[config.mk]
export PLATFORM = sky130hd
export DESIGN_NAME = mem_responder
export DESIGN_NICKNAME = d
export VERILOG_FILES = /design/src/rtl/mem_responder.sv
export SDC_FILE = /design/constraint.sdc
export NUM_CORES = 1
export LEC_CHECK = 0
export ABC_AREA = 0
export ABC_CLOCK_PERIOD_IN_PS = 5500
export CAP_MARGIN = 20
export CORE_MARGIN = 3
export CORE_UTILIZATION = 52
export CTS_BUF_LIST = sky130_fd_sc_hd__clkbuf_16
export DETAILED_ROUTE_END_ITERATION = 12
export PLACE_DENSITY = 0.85
export RECOVER_POWER = 50
export SLEW_MARGIN = 20
export SYNTH_ARGS = -nofsm -noshare
export SYNTH_HDL_FRONTEND = slang
export SYNTH_SLANG_ARGS = --single-unit
[constraint.sdc]
create_clock -name clk -period 5.5 [get_ports clk]
set_input_delay 1.1 -clock clk [delete_from_list [all_inputs] [get_ports clk]]
set_output_delay 1.1 -clock clk [all_outputs]
set_load 0.01 [all_outputs]
[src/rtl/mem_responder.sv]
// Memory-side responder: one 64-bit request becomes two 32-bit async-SRAM beats plus a memValid
// pulse. Define MEM_BOUND_CHECK_EN to reject addresses >= MAX_ADDR with memErr and no SRAM access.
module mem_responder #(
    parameter int unsigned WAIT_CYCLES = 1,
    parameter logic [12:0] MAX_ADDR    = 13'd1024
) (
    input  logic        clk,
    input  logic        rst,
    input  logic [12:0] address,
    input  logic        w_rn,
    input  logic        go,
    input  logic [63:0] dataToWrite,
    output logic        memValid,
    output logic [63:0] dataToRead,
    output logic        busy,
    output logic        memErr,
    output logic [12:0] sram_addr,
    output logic [31:0] sram_dq_out,
    input  logic [31:0] sram_dq_in,
    output logic        sram_ce_n,
    output logic        sram_oe_n,
    output logic        sram_we_n
);

    typedef enum logic [2:0] {StIdle, StBeat0, StBeat1, StDone, StRelease} state_e;

    localparam logic [3:0] WaitLast = 4'(WAIT_CYCLES);

    state_e      state_q;
    logic [3:0]  cnt_q;
    logic [12:0] addr_q;
    logic        w_rn_q;
    logic [31:0] wdata_hi_q;
    logic [31:0] stage_lo_q;
    logic [63:0] rdata_q;
    logic        mem_valid_q;
    logic        mem_err_q;
    logic        err_req_q;
    logic [12:0] sram_addr_q;
    logic [31:0] sram_dq_q;
    logic        ce_n_q;
    logic        oe_n_q;
    logic        we_n_q;
    logic        beat_last;
    logic        addr_err;

    assign beat_last = (cnt_q == WaitLast);

`ifdef MEM_BOUND_CHECK_EN
    assign addr_err = (address >= MAX_ADDR);
`else
    logic unused_max_addr;
    assign unused_max_addr = ^MAX_ADDR;
    assign addr_err        = 1'b0;
`endif

    always_ff @(posedge clk or negedge rst) begin
        if (!rst) begin
            state_q     <= StIdle;
            cnt_q       <= '0;
            addr_q      <= '0;
            w_rn_q      <= 1'b0;
            wdata_hi_q  <= '0;
            stage_lo_q  <= '0;
            rdata_q     <= '0;
            mem_valid_q <= 1'b0;
            mem_err_q   <= 1'b0;
            err_req_q   <= 1'b0;
            sram_addr_q <= '0;
            sram_dq_q   <= '0;
            ce_n_q      <= 1'b1;
            oe_n_q      <= 1'b1;
            we_n_q      <= 1'b1;
        end else begin
            unique case (state_q)
                StIdle: begin
                    if (go) begin
                        addr_q     <= address;
                        w_rn_q     <= w_rn;
                        wdata_hi_q <= dataToWrite[63:32];
                        cnt_q      <= '0;
                        err_req_q  <= addr_err;
                        if (addr_err) begin
                            // Rejected request: no SRAM beats, memValid raised on leaving DONE.
                            state_q <= StDone;
                        end else begin
                            state_q     <= StBeat0;
                            sram_addr_q <= address;
                            ce_n_q      <= 1'b0;
                            oe_n_q      <= w_rn;
                            we_n_q      <= ~w_rn;
                            sram_dq_q   <= w_rn ? dataToWrite[31:0] : 32'h0;
                        end
                    end
                end
                StBeat0: begin
                    if (beat_last) begin
                        state_q     <= StBeat1;
                        cnt_q       <= '0;
                        sram_addr_q <= addr_q + 13'd1;
                        sram_dq_q   <= w_rn_q ? wdata_hi_q : 32'h0;
                        if (!w_rn_q) begin
                            stage_lo_q <= sram_dq_in;
                        end
                    end else begin
                        cnt_q <= cnt_q + 4'd1;
                    end
                end
                StBeat1: begin
                    if (beat_last) begin
                        state_q     <= StDone;
                        mem_valid_q <= 1'b1;
                        ce_n_q      <= 1'b1;
                        oe_n_q      <= 1'b1;
                        we_n_q      <= 1'b1;
                        sram_dq_q   <= '0;
                        if (!w_rn_q) begin
                            rdata_q <= {sram_dq_in, stage_lo_q};
                        end
                    end else begin
                        cnt_q <= cnt_q + 4'd1;
                    end
                end
                StDone: begin
                    state_q     <= StRelease;
                    mem_valid_q <= err_req_q;
                    mem_err_q   <= err_req_q;
                end
                StRelease: begin
                    mem_valid_q <= 1'b0;
                    mem_err_q   <= 1'b0;
                    if (!go) begin
                        state_q <= StIdle;
                    end
                end
                default: state_q <= StIdle;
            endcase
        end
    end

    assign memValid    = mem_valid_q;
    assign memErr      = mem_err_q;
    assign dataToRead  = rdata_q;
    assign busy        = (state_q != StIdle);
    assign sram_addr   = sram_addr_q;
    assign sram_dq_out = sram_dq_q;
    assign sram_ce_n   = ce_n_q;
    assign sram_oe_n   = oe_n_q;
    assign sram_we_n   = we_n_q;

endmodule

# After elaboration in Yosys (flattened, before gate mapping)
# Index checks and enable logic that the tools add are counted.
[word_totals]
output_inout_bits = 115
input_bits = 113
register_bits = 199
wordCells = 72
[classes]
bitwise_logic = 2
n_reduce_logical = 17
eq_ne = 10
mux = 27
add_sub_neg = 2
[ops]
columns = ["op", "n"]
rows = [
  ["$mux 32", 5],
  ["$pmux 32 s3", 1],
  ["$mux 13", 2],
  ["$pmux 13 s2", 1],
  ["$pmux 3 s5", 1],
  ["$reduce_and 3->1", 5],
  ["$add 13x1->13 const B", 1],
  ["$mux 3", 4],
  ["$mux 4", 3],
  ["$pmux 4 s3", 1],
  ["$ne 2x2->1 const B", 5],
  ["$reduce_bool 3->1", 3],
  ["$pmux 1 s2", 4],
  ["$reduce_and 4->1", 2],
  ["$eq 3x2->1 const B", 2],
  ["$reduce_bool 2->1", 3],
  ["$mux 1", 5],
  ["$add 4x1->4 const B", 1],
  ["$eq 4x1->1 const B", 1],
  ["$reduce_and 2->1", 2],
  ["$eq 3x1->1 const B", 1],
  ["$eq 3x3->1 const B", 1],
  ["$logic_not 3->1", 1],
  ["$not 1->1", 2],
  ["$reduce_or 2->1", 1],
]

# Logic depth before layout (Yosys ltp)
# Gate-level depths: netlist of run 1.
[logic_depth]
ltp_word = 3
ltp_mapped = 8
depth_no_buf = 6

# Worst setup path before layout of run 1
# No wires, ideal clock.
[synth_path]
path_type = "reg-to-reg"
startpoint = "register cnt_q[1]"
endpoint = "register rdata_q[10] (netlist: dataToRead[10])"
path_stages_with_launch = 8
n_path_buf = 1
setup_ns = 0.125
synth_period_minus_slack_ns = 2.220
t_arrival_ns = 2.094
slack_ns = 3.280
required_time_ns = 5.375
path_cell_list = "dfrtp_1 > inv_1 > ha_1 > or3b_4 > or3_4 > nor2_8 > buf_12 > mux2_4"
[synth_between]
elab_chain_cells = 2
[synth_rtl]
columns = ["item", "line_no", "text"]
rows = [
  ["start: declaration", "30", "logic [3:0] cnt_q;"],
  ["start signal: assignment", "106", "cnt_q <= cnt_q + 4'd1;"],
  ["start signal: assignment", "121", "cnt_q <= cnt_q + 4'd1;"],
  ["$eq 4x1->1", "47", "assign beat_last = (cnt_q == WaitLast);"],
  ["$reduce_and 3->1 (no line)", "-", ""],
  ["end signal: assignment", "118", "rdata_q <= {sram_dq_in, stage_lo_q};"],
  ["end: declaration", "35", "logic [63:0] rdata_q;"],
]
# Every way passes these cells.
# A chain may end at the register's enable or synchronous reset.

==> results_dict.tcl, run 1 <==
set metrics [dict create \
    synthCells 661 \
    p_sw_mw 2.11 \
    cp_max_fo 119 \
    layout_common_cells "clkdlybuf4s50_1, dfrtp_1, nand2_1" \
    ys_seq_elements 198 \
    setup_viol 0 \
    grt_remaining_overflow 0 \
    worstHoldStart "sram_ce_n$_DFFE_PN1P_" \
    gp_congestion 0.836 \
    post_cts_buffers 0 \
    synth_cell_types 50 \
    cpMaxStageDelayCell "clkbuf_2" \
    synth_nets 777 \
    routedWlPerCell_microns 17.9 \
    fin_hold_ws_ns 0.462 \
    layout-drive-gt1-share_pct 20.3 \
    switching_share_pct 33.5 \
    relSlewSlack_pct -93.0 \
    viasPerCell 5.28 \
    min_path_cells 2 \
    start_util_pct 53.2 \
    route.detailed.drc 0 \
    hold_end "sram_ce_n$_DFFE_PN1P_" \
    timing_max_transition_violations_final 168 \
    die_x_microns 134 \
    dr_total_vias 5845 \
    synthArstFlopShare_pct 100 \
    worst-path-buf-inv 2 \
    die-area_sq_mm 0.0179 \
    cp-end-kind "async pin" \
    period_share_pct 62.6 \
    drv_cap 2 \
    nNetsFinal 994 \
    ios 228 \
    synthToLayoutAreaGrowth_pct 34.2 \
    drt-total-wl_mm 19.8 \
    synth-edff-count 0 \
    clock-sinks 198 \
    syn-cell-area_sq_mm 0.00848 \
    rrSetupSlack_ns 2.26 \
    layout_commonest_cell "clkdlybuf4s50_1" \
    postCtsHoldBufs 0 \
    rsz0062_at_grt "no" \
    fin_crit_ns 3.44 \
    synth_flop_cell "dfrtp_1" \
    clock_latency_ns 0.43 \
    firstDrtPassIters 4 \
    std_cell_rows 46 \
    critPathRequiredTime_ns 6.02 \
    p_seq_share_pct 40.5 \
    clock.fmax_mhz 290 \
    avgSynthCellArea_sq_um 12.8 \
    r2r_cells 7 \
    core-area_sq_mm 0.0159 \
    grt_max_degree 120 \
    skew_ns 0.0109 \
    nFillCells 1109 \
    cts_buffers 17 \
    status "finished, violations left" \
    cp-start-kind "input pin" \
    track_usage_pct 22.9 \
    yosysWarnings 0 \
    cts_tree "yes" \
    portBuffers 226 \
    final_hold_viol_count 0 \
    grt_pass1_wl_mm 32.2 \
    seq_area_sq_mm 0.00496 \
    cp.arrival_ns 3.96 \
    power.leakage_nw 5.23 \
    grt_pass1_vias 5991 \
    antenna_left 0 \
    worst_pin_slew_ns 2.89 \
    fin_ws_ns 2.06 \
    path_depth 2 \
    worstPathCellList "clkbuf_2, buf_4" \
    timing.rr.start "cnt_q[1]$_DFFE_PN0P_" \
    cpPeakStageDelay_ns 2.00 \
    dpl_worst_slack_ns 2.01 \
    die_y_microns 134 \
    dp_hpwl_mm 13.9 \
    synth_seq_area_share_pct 58.4 \
    irDropWorstVdd_uv 368 \
    drt_iter0_drc 259 \
    n_antenna_cell 0 \
    p_int_mw 4.18 \
    cts.clk_slew.worst_paths_ns 0.07 \
    hold_path_class "flop to flop" \
    cts_resized 0 \
    cts_root_buffer "clkbuf_16" \
    multi_input_area_sq_mm 0.00327 \
    clk_path_buf_depth 2 \
    setup-tns-final_ns 0 \
    htree_levels 4 \
    cellPowerDensity_mw_per_mm2 552 \
    timing.rr.end "dataToRead[1]$_DFFE_PN0P_" \
    clock_power_share_pct 18.4 \
    critPathKind "input pin to async pin" \
    violations "max-capacitance violations, max-slew violations" \
    grt_antenna_before_repair 0 \
    cp_top_family "buffers and inverters" \
    comb_power_share_pct 41.1 \
]
==> power by group through the flow <==
stage / Sequential [mW] / Combinational [mW] / Clock (mW)
CTS: 2.55 / 2.64 / 1.18
global placement: 2.53 / 2.54 / 0
finish: 2.55 / 2.58 / 1.15
floorplan: 2.61 / 1.37 / 0
detailed placement: 2.56 / 2.62 / 0
global route: 2.64 / 2.80 / 1.24
==> worst max-delay path by stage <==
stage / startpoint / end
after detailed placement: go / sram_dq_out[23]$_DFFE_PN0P_
after global placement: go / sram_dq_out[30]$_DFFE_PN0P_
final: rst / sram_dq_out[27]$_DFFE_PN0P_
after global routing: rst / sram_dq_out[27]$_DFFE_PN0P_
after floorplan: cnt_q[1]$_DFFE_PN0P_ / dataToRead[10]$_DFFE_PN0P_
after CTS: cnt_q[1]$_DFFE_PN0P_ / dataToRead[1]$_DFFE_PN0P_
==> layer usage <==
metal  GRT usage, %  part of all wire (%)
met3           6.31                   5.5
met5              0                     0
met1           31.3                    44
met4           6.57                   1.7
met2           36.3                    49
==> cells by family (layout without fill, tap and decap cells) <==
| logic type | Yosys count | after routing | share of synthesized area [%] |
|---|---|---|---|
| DFF | 198 | 198 | 58.4 |
| xor gates and xnor gates | 9 | 9 | 0.929 |
| and+or+nand+nor | 200 | 200 | 10.2 |
| other | 1 | 1 | 0.0442 |
| adders and majority gates | 3 | 3 | 0.442 |
| buffers and inverters | 43 | 273 | 3.21 |
| AOI/OAI and AO/OA | 74 | 74 | 6.53 |
| muxes | 133 | 133 | 20.2 |
==> cell type report <==
cell class | count | area share [%]
sequential | 198 | 43.6
inverter | 6 | 0.198
timing repair buffer | 235 | 20.4
multi-input combinational | 420 | 28.7
tap | 216 | 2.37
clock buffer | 17 | 3.74
clock inverter | 15 | 1.07
==> Yosys cell counts (4+ instances only) <==
cell type  number  share of area, %
nor2_1          8              0.35
mux2_2         67               8.9
or3_1           4              0.29
nand3_1         5              0.29
inv_1           6              0.27
xnor2_1         8              0.83
a21oi_1         4              0.24
buf_12          6               1.4
dfrtp_1       195                58
a22o_1         32               3.3
nor3_1          5              0.29
nand2_1       160               7.1
mux2_4         60                11
a31o_2          4              0.41
mux2i_1         5              0.59
buf_2           8              0.47
o21ai_0        18               1.1
clkbuf_1       22              0.97
==> per-stage QoR <==
stage / utilization [%] / power [mW] / std cells / cell area [sq um]
floorplan: - / 3.97 / 661 / 8480
global placement: 68.1 / 5.06 / 1075 / 10900
detailed placement: 68.1 / 5.18 / 1075 / 10900
CTS: 71.5 / 6.37 / 1107 / 11400
global route: 71.4 / 6.68 / 1107 / 11400
finish: 71.4 / 6.28 / 1107 / 11400
==> registers in the layout (all words and copies together), names as in the netlist <==
name	cells
dataToRead	64
sram_dq_out	32
stage_lo_q	32
wdata_hi_q	32
addr_q	13
sram_addr	13
cnt_q	4
state_q	3
memValid	1
sram_ce_n	1
sram_oe_n	1
sram_we_n	1
w_rn_q	1
No activity file was read; power rests on OpenSTA's default activity.
==> inputs of run 2 (changes only) <==
--- a/config.mk
+++ b/config.mk
@@ -6,13 +6,13 @@
 export NUM_CORES = 1
 export LEC_CHECK = 0
 export ABC_AREA = 0
-export ABC_CLOCK_PERIOD_IN_PS = 5500
+export ABC_CLOCK_PERIOD_IN_PS = 2900
 export CAP_MARGIN = 20
 export CORE_MARGIN = 3
-export CORE_UTILIZATION = 52
+export CORE_UTILIZATION = 44
 export CTS_BUF_LIST = sky130_fd_sc_hd__clkbuf_16
 export DETAILED_ROUTE_END_ITERATION = 12
-export PLACE_DENSITY = 0.85
+export PLACE_DENSITY = 0.77
 export RECOVER_POWER = 50
 export SLEW_MARGIN = 20
 export SYNTH_ARGS = -nofsm -noshare
==> constraint.sdc (replaced) <==
create_clock -name clk -period 2.9 [get_ports clk]
set_input_delay 0.58 -clock clk [delete_from_list [all_inputs] [get_ports clk]]
set_output_delay 0.58 -clock clk [all_outputs]
set_load 0.01 [all_outputs]
==> run 2 against run 1 <==
  * Power grew 92%
  * Final area grew 2.2%
  * Critical path depth grew 5
  * Sequential power grew 88%
  * Largest cell class unchanged
  * Highest routed layer unchanged
  * The run still ends with max-capacitance violations, max-slew violations left
  * Final cell count grew 4.6%
  * Clock power grew 110%
  * Combinational power grew 90%
  * First-iteration DRC count grew 31%
  * Worst hold slack is essentially flat
==> results_dict.tcl, run 2 (same netlist as run 1, synthesis figures left out) <==
set metrics [dict create \
    routedWlPerCell_microns 16.8 \
    grt_pass1_wl_mm 31.1 \
    timing_max_transition_violations_final 78 \
    timing.rr.start "cnt_q[1]$_DFFE_PN0P_" \
    track_usage_pct 18.8 \
    portBuffers 226 \
    cts_root_buffer "clkbuf_16" \
    grt_remaining_overflow 0 \
    grt_max_degree 81 \
    grt_antenna_before_repair 0 \
    status "finished, violations left" \
    clock-sinks 198 \
    period_share_pct 90.0 \
    viasPerCell 4.96 \
    clock.fmax_mhz 383 \
    cts_buffers 17 \
    grt_pass1_vias 5855 \
    worstHoldStart "sram_ce_n$_DFFE_PN1P_" \
    dp_hpwl_mm 13.8 \
    cp.arrival_ns 2.92 \
    clk_path_buf_depth 2 \
    critPathRequiredTime_ns 3.21 \
    layout-drive-gt1-share_pct 21.0 \
    dpl_cell_area_sq_mm 0.0110 \
    dr_total_vias 5746 \
    drv_cap 1 \
    relSlewSlack_pct -34.1 \
    fin_crit_ns 2.61 \
    firstDrtPassIters 5 \
    rsz0062_at_grt "no" \
    clock_latency_ns 0.42 \
    die_x_microns 145 \
    cts.clk_slew.worst_paths_ns 0.08 \
    setup-tns-final_ns 0 \
    htree_levels 4 \
    layout_commonest_cell "dfrtp_1" \
    setup_viol 0 \
    die-area_sq_mm 0.0210 \
    power.leakage_nw 5.34 \
    largest_reg_flops 64 \
    rrSetupSlack_ns 0.29 \
    nNetsFinal 1001 \
    core-area_sq_mm 0.0188 \
    drt-total-wl_mm 19.4 \
    fin_hold_ws_ns 0.462 \
    skew_ns 0.0137 \
    cts_resized 0 \
    critPathKind "flop to flop" \
    post_cts_buffers 0 \
    violations "max-capacitance violations, max-slew violations" \
    postCtsHoldBufs 0 \
    crit_start "cnt_q[1]$_DFFE_PN0P_" \
    gp_congestion 0.816 \
    cp-start-kind "flop" \
    fin_area_sq_mm 0.0116 \
    cellPowerDensity_mw_per_mm2 1040 \
    drt_iter0_drc 339 \
    cts_tree "yes" \
    final_hold_viol_count 0 \
    synthToLayoutAreaGrowth_pct 37.1 \
    start_util_pct 45.1 \
    cp-end-kind "flop" \
    antenna_left 0 \
    die_y_microns 145 \
    hold_path_class "flop to flop" \
    layout_common_cells "dfrtp_1, clkdlybuf4s50_1, nand2_1" \
    route.detailed.drc 0 \
    ios 228 \
    std_cell_rows 50 \
    irDropWorstVdd_uv 509 \
    cp_max_fo 32 \
    n_antenna_cell 0 \
    worst_pin_slew_ns 2.01 \
]
## run 2: cell types whose count changed in the layout (fill, tap and decap cells not counted), moves of 2 or more
cell,before,now
clkinv_8,0,3
buf_12,0,6
inv_8,2,4
dlygate4sd3_1,21,32
clkdlybuf4s50_1,204,193
clkinv_4,4,2
buf_4,8,10
## run 2: per-layer routing
layer	track usage, %	routed length [microns]	up-vias
met5	0	0	-
met1	26.1	8800	2818
met3	5.82	1420	18
met2	29.4	9020	187
li1	-	-	2723
met4	3.63	189	0
## run 2: worst max-delay path: stages, from the launching register on
cell	delay [ns]
dfrtp_1	0.40
inv_1	0.09
ha_1	0.17
nor3b_1	0.52
nand2_1	0.36
or2_1	0.30
buf_4	0.27
mux2_1	0.37
## run 2: final timing paths
check,cells after the start,to
max,7,stage_lo_q[22]$_DFFE_PN0P_
min,2,sram_ce_n$_DFFE_PN1P_
max reg2reg,7,stage_lo_q[22]$_DFFE_PN0P_
min reg2reg,2,sram_ce_n$_DFFE_PN1P_
max in group asynchronous,1,stage_lo_q[27]$_DFFE_PN0P_
min in group asynchronous,1,dataToRead[41]$_DFFE_PN0P_
## run 2: per-stage QoR
step | setup WS [ns] | instances | power [mW] | utilization [%]
5_1_grt | 0.138 | 1158 | 12.9 | 61.8
4_1_cts | 0.381 | 1158 | 12.3 | 61.9
2_1_floorplan | 0.680 | 661 | 7.54 | -
3_3_place_gp | 0.542 | 1126 | 9.74 | 58.7
3_5_place_dp | 0.489 | 1126 | 9.91 | 58.7
6_report | 0.291 | 1158 | 12.1 | 61.8
## run 2: area by class of cell
class | count | area, sq um
inverter | 6 | 22.5
multi-input combinational | 420 | 3270
clock inverter | 15 | 180
clock buffer | 17 | 425
fill | 1480 | 7200
sequential | 198 | 4960
timing repair buffer | 242 | 2450
tap | 260 | 325
## run 2: power breakdown
group | internal [mW] | switching, mW
Clock | 1.24 | 1.14
Sequential | 4.01 | 0.796
Combinational | 2.83 | 2.08
==> inputs of run 3 (changes only) <==
--- a/config.mk
+++ b/config.mk
@@ -14,6 +14,7 @@
 export DETAILED_ROUTE_END_ITERATION = 12
 export PLACE_DENSITY = 0.77
 export RECOVER_POWER = 50
+export SKIP_CTS_REPAIR_TIMING = 1
 export SLEW_MARGIN = 20
 export SYNTH_ARGS = -nofsm -noshare
 export SYNTH_HDL_FRONTEND = slang
==> results of run 3 <==
No change in the layout: final DEF, timing and power equal those of run 2.
==> variant 1: new RTL, settings of run 3 <==
Re-encode `state_e` (5 states) as one-hot, 5 bits wide.
--- a/src/rtl/mem_responder.sv
+++ b/src/rtl/mem_responder.sv
@@ -22,7 +22,7 @@
     output logic        sram_we_n
 );
 
-    typedef enum logic [2:0] {StIdle, StBeat0, StBeat1, StDone, StRelease} state_e;
+    typedef enum logic [4:0] {StIdle = 5'b00001, StBeat0 = 5'b00010, StBeat1 = 5'b00100, StDone = 5'b01000, StRelease = 5'b10000} state_e;
 
     localparam logic [3:0] WaitLast = 4'(WAIT_CYCLES);
 
Function: no difference found for any inputs over 4 cycles, from zero or initial values and one cycle with rst low; so few cycles prove little.
==> variant 1 against run 3 <==
- core utilization fell by 0.33 points
- sequential cell count rose by 2
- synthesized area fell by 0.47%
- highest routed layer unchanged
- register-to-register slack barely moved
- sequential power fell by 9.0%
- the run still ends with max-capacitance violations, max-slew violations left
- wire length fell by 0.33%
- worst hold slack improved by 0.016 ns
- worst setup slack got worse by 0.21 ns
- total power fell by 18%
- clock power fell by 5%
- final area fell by 0.86%
==> variant 1: results <==
export IMPL_status="finished with violations"
export IMPL_violations="max-capacitance violations, max-slew violations"
export IMPL_track_usage_pct=18.75
export IMPL_gp_congestion=0.8223
export IMPL_drv_slew=48
export IMPL_powerComb_uw=3320
export IMPL_power_internal_uw=6772
export IMPL_hpwl_mm=13.32
export IMPL_drt_iter0_drc=256
export IMPL_dp_slack_ns=0.2792
export IMPL_seq_area_frac_synth_pct=59.33
export IMPL_p_leak_uw=0.005397
export IMPL_nets=1012
export IMPL_skew_ns=0.01144
export IMPL_critical_path_arrival_ns=2.24
export IMPL_placed_cells=1111
export IMPL_vias_per_cell=5.163
export IMPL_synth_commonest_cells="dfrtp_1 (196), nand2_1 (146), mux2_2 (98)"
export IMPL_firstDrtPassIters=4
export IMPL_drt_total_wl_mm=19.37
export IMPL_switchingPower_uw=3188
export IMPL_synth_cell_types=42
export IMPL_grt_pass1_wl_mm=30.92
export IMPL_cap_violations=1
export IMPL_slew_headroom_pct=-52.36
export IMPL_peakVddDrop_uv=421.1
variant 1: changes by cell type in the layout (fill, tap and decap cells not counted), sizes merged, moves of 3 or more:
cell	change
or3b	+3
clkdlybuf4s50	-17
o211ai	+3
o21ai	-9
buf	-3
dlygate4sd3	+17
a21oi	+3
a31o	-4
nand3	+18
nor3	+9
nand2	-14
nand3b	+5
inv	-6
variant 1: logic make-up (layout without fill, tap and decap cells):
logic type,Yosys count,count (layout),synth area share (%)
AO/OA/AOI/OAI,70,70,6.297
XOR/XNOR,9,9,0.9335
adder cells (fa/ha/maj),3,3,0.4446
buffers and inverters,48,276,2.712
flip-flops,200,200,59.33
multiplexers,134,134,19.11
other,1,1,0.04441
AND/OR/NAND/NOR,216,216,11.13
variant 1: path summary, 6_finish.rpt:
check,start,endpoint,slack (ns),cells after the start
min in group asynchronous,rst,addr_q[6],0.93,1
max,state_q[4],busy,0.08,3
max reg2reg,state_q[4],wdata_hi_q[31],0.29,6
min,wdata_hi_q[0],wdata_hi_q[0],0.48,2
max in group asynchronous,rst,state_q[4],0.48,1
min reg2reg,wdata_hi_q[0],wdata_hi_q[0],0.48,2
variant 1: layout make-up:
type	count	area [um^2]	area share [%]
inverters	3	11.26	0.09765
flip-flops and latches	200	5011	43.45
repair buffers	241	2420	20.98
clock inverters	15	147.6	1.280
well taps	234	292.8	2.539
multi-input cells	433	3224	27.96
clock buffers	17	425.4	3.689
variant 1: routing by layer:
layer / GRT usage, % / up-vias / part of all wire, %
li1: - / 2787 / -
met1: 24.85 / 2903 / 44
met2: 30.09 / 198 / 47
met3: 5.919 / 13 / 7.8
met4: 4.909 / 0 / 0.86
met5: 0 / - / 0
variant 1: tightest hold or removal path: stages, from the launching register on:
cell and delay, ns:
dfrtp_1 0.35, nand2_1 0.05, nand2_1 0.05
==> variant 2: new RTL, config.mk and constraints of run 3 <==
Without the edit above. Build with the macro `MEM_BOUND_CHECK_EN` defined.
--- a/src/rtl/mem_responder.sv
+++ b/src/rtl/mem_responder.sv
@@ -1,5 +1,7 @@
 // Memory-side responder: one 64-bit request becomes two 32-bit async-SRAM beats plus a memValid
 // pulse. Define MEM_BOUND_CHECK_EN to reject addresses >= MAX_ADDR with memErr and no SRAM access.
+`define MEM_BOUND_CHECK_EN
+
 module mem_responder #(
     parameter int unsigned WAIT_CYCLES = 1,
     parameter logic [12:0] MAX_ADDR    = 13'd1024
Formal check against the unedited RTL: not equivalent (a bounded check fails within 4 cycles, from zero or initial values and one cycle with rst low).
==> variant 2 against run 3 <==
- wire length up 1.1%
- sequential cell count is 2 higher
- total power is 6.9% higher
- worst setup slack improved by 0.075 ns
- synthesized area decreased by 0.38%
- final cell count is 7.9% lower
- final area is 0.37% lower
- largest power group unchanged
- the run still ends with max-capacitance violations, max-slew violations left
- via count is 1.1% lower
==> variant 2: results <==
export IMPL_status="finished with violations"
export IMPL_violations="max-capacitance violations, max-slew violations"
export IMPL_placed_cells=1034
export IMPL_place_area_mm2=0.01104
export IMPL_synth_seq_cells=200
export IMPL_skew_ns=0.01042
export IMPL_fin_area_mm2=0.01159
export IMPL_vias_per_cell=5.332
export IMPL_nets=935
export IMPL_multi_input_gates=350
export IMPL_peakVddDrop_uv=475.2
export IMPL_fin_hold_ws_ns=0.4940
export IMPL_clkCellAreaFrac_pct=5.236
export IMPL_crit_fanout=13
export IMPL_p_leak_uw=0.004986
export IMPL_bufAreaShareNonClock_pct=20.98
export IMPL_r2r_worst_path_cells=6
export IMPL_synth_cell_types=47
export IMPL_muxShareOfSynthArea_pct=24.72
export IMPL_dp_slack_ns=0.2953
export IMPL_drive_gt1_share_pct=27.28
export IMPL_r2r_end="stage_lo_q[31]"
export IMPL_synthCells=591
export IMPL_drt_total_wl_mm=19.65
export IMPL_grt_max_degree=78
export IMPL_io_buffer_count=227
export IMPL_grt_pass1_vias=6105
export IMPL_multi_input_area_share_pct=27.89
export IMPL_tightest_slew_ns=1.920
export IMPL_synth_compound_area_share_pct=7.239
export IMPL_hpwl_mm=14.15
export IMPL_seq_area_frac_synth_pct=59.26
export IMPL_grt_pass1_wl_mm=30.97
export IMPL_min_to="sram_addr[12]"
export IMPL_power_internal_uw=8743
export IMPL_ff2ff_setup_slack_ns=0.39
export IMPL_nonClockBufferCount=245
export IMPL_drv_slew=76
export IMPL_worst_slack_ns=0.3657
export IMPL_seq_power_share_pct=38.8
export IMPL_synthesis_nets=707
export IMPL_cap_violations=1
export IMPL_endpoint="sram_addr[0]"
export IMPL_reg2reg_from="cnt_q[1]"
export IMPL_synthAdderAreaFrac_pct=0.4441
export IMPL_powerComb_uw=5550
export IMPL_hold_start="sram_addr[12]"
export IMPL_antenna_found_initial=1
export IMPL_synth_top_area_cell="dfrtp_1"
export IMPL_track_usage_pct=18.75
export IMPL_synthTopCellsByArea="dfrtp_1 (58%), mux2_2 (19%), mux2_4 (5.3%)"
export IMPL_crit_path_start="go"
export IMPL_p_sw_share_pct=32.40
export IMPL_seq_area_share_pct=43.21
export IMPL_inverters=5
variant 2: cell count changes after synthesis, moves of 3 or more:
cell | before | now
a21oi_1 | 4 | 8
nand2_1 | 160 | 21
mux2_4 | 60 | 30
o21ai_0 | 18 | 14
buf_12 | 6 | 0
clkbuf_1 | 22 | 15
nor3_1 | 5 | 11
a31o_2 | 4 | 1
mux2_2 | 67 | 142
buf_2 | 8 | 16
nand4_1 | 1 | 5
buf_6 | 0 | 4
nor2_1 | 8 | 18
variant 2: per-layer routing:
layer  part of all wire [%]  track usage (%)
met1                     42            23.66
met5                  0.066                0
met3                    7.4            5.787
met2                     48            30.92
met4                    2.0            6.186
variant 2: worst max-delay path, stage by stage:
cell and delay, ns:
dlygate4sd3_1 0.65, nor4b_1 0.74, a22oi_1 0.19, clkbuf_1 0.32, a211oi_1 0.30, a21o_1 0.11
variant 2: cell families after synthesis:
logic type / Yosys count
flops: 200
mux: 176
compound gates: 82
simple gates: 81
buf+inv: 41
xor+xnor: 8
fa+ha+maj: 3
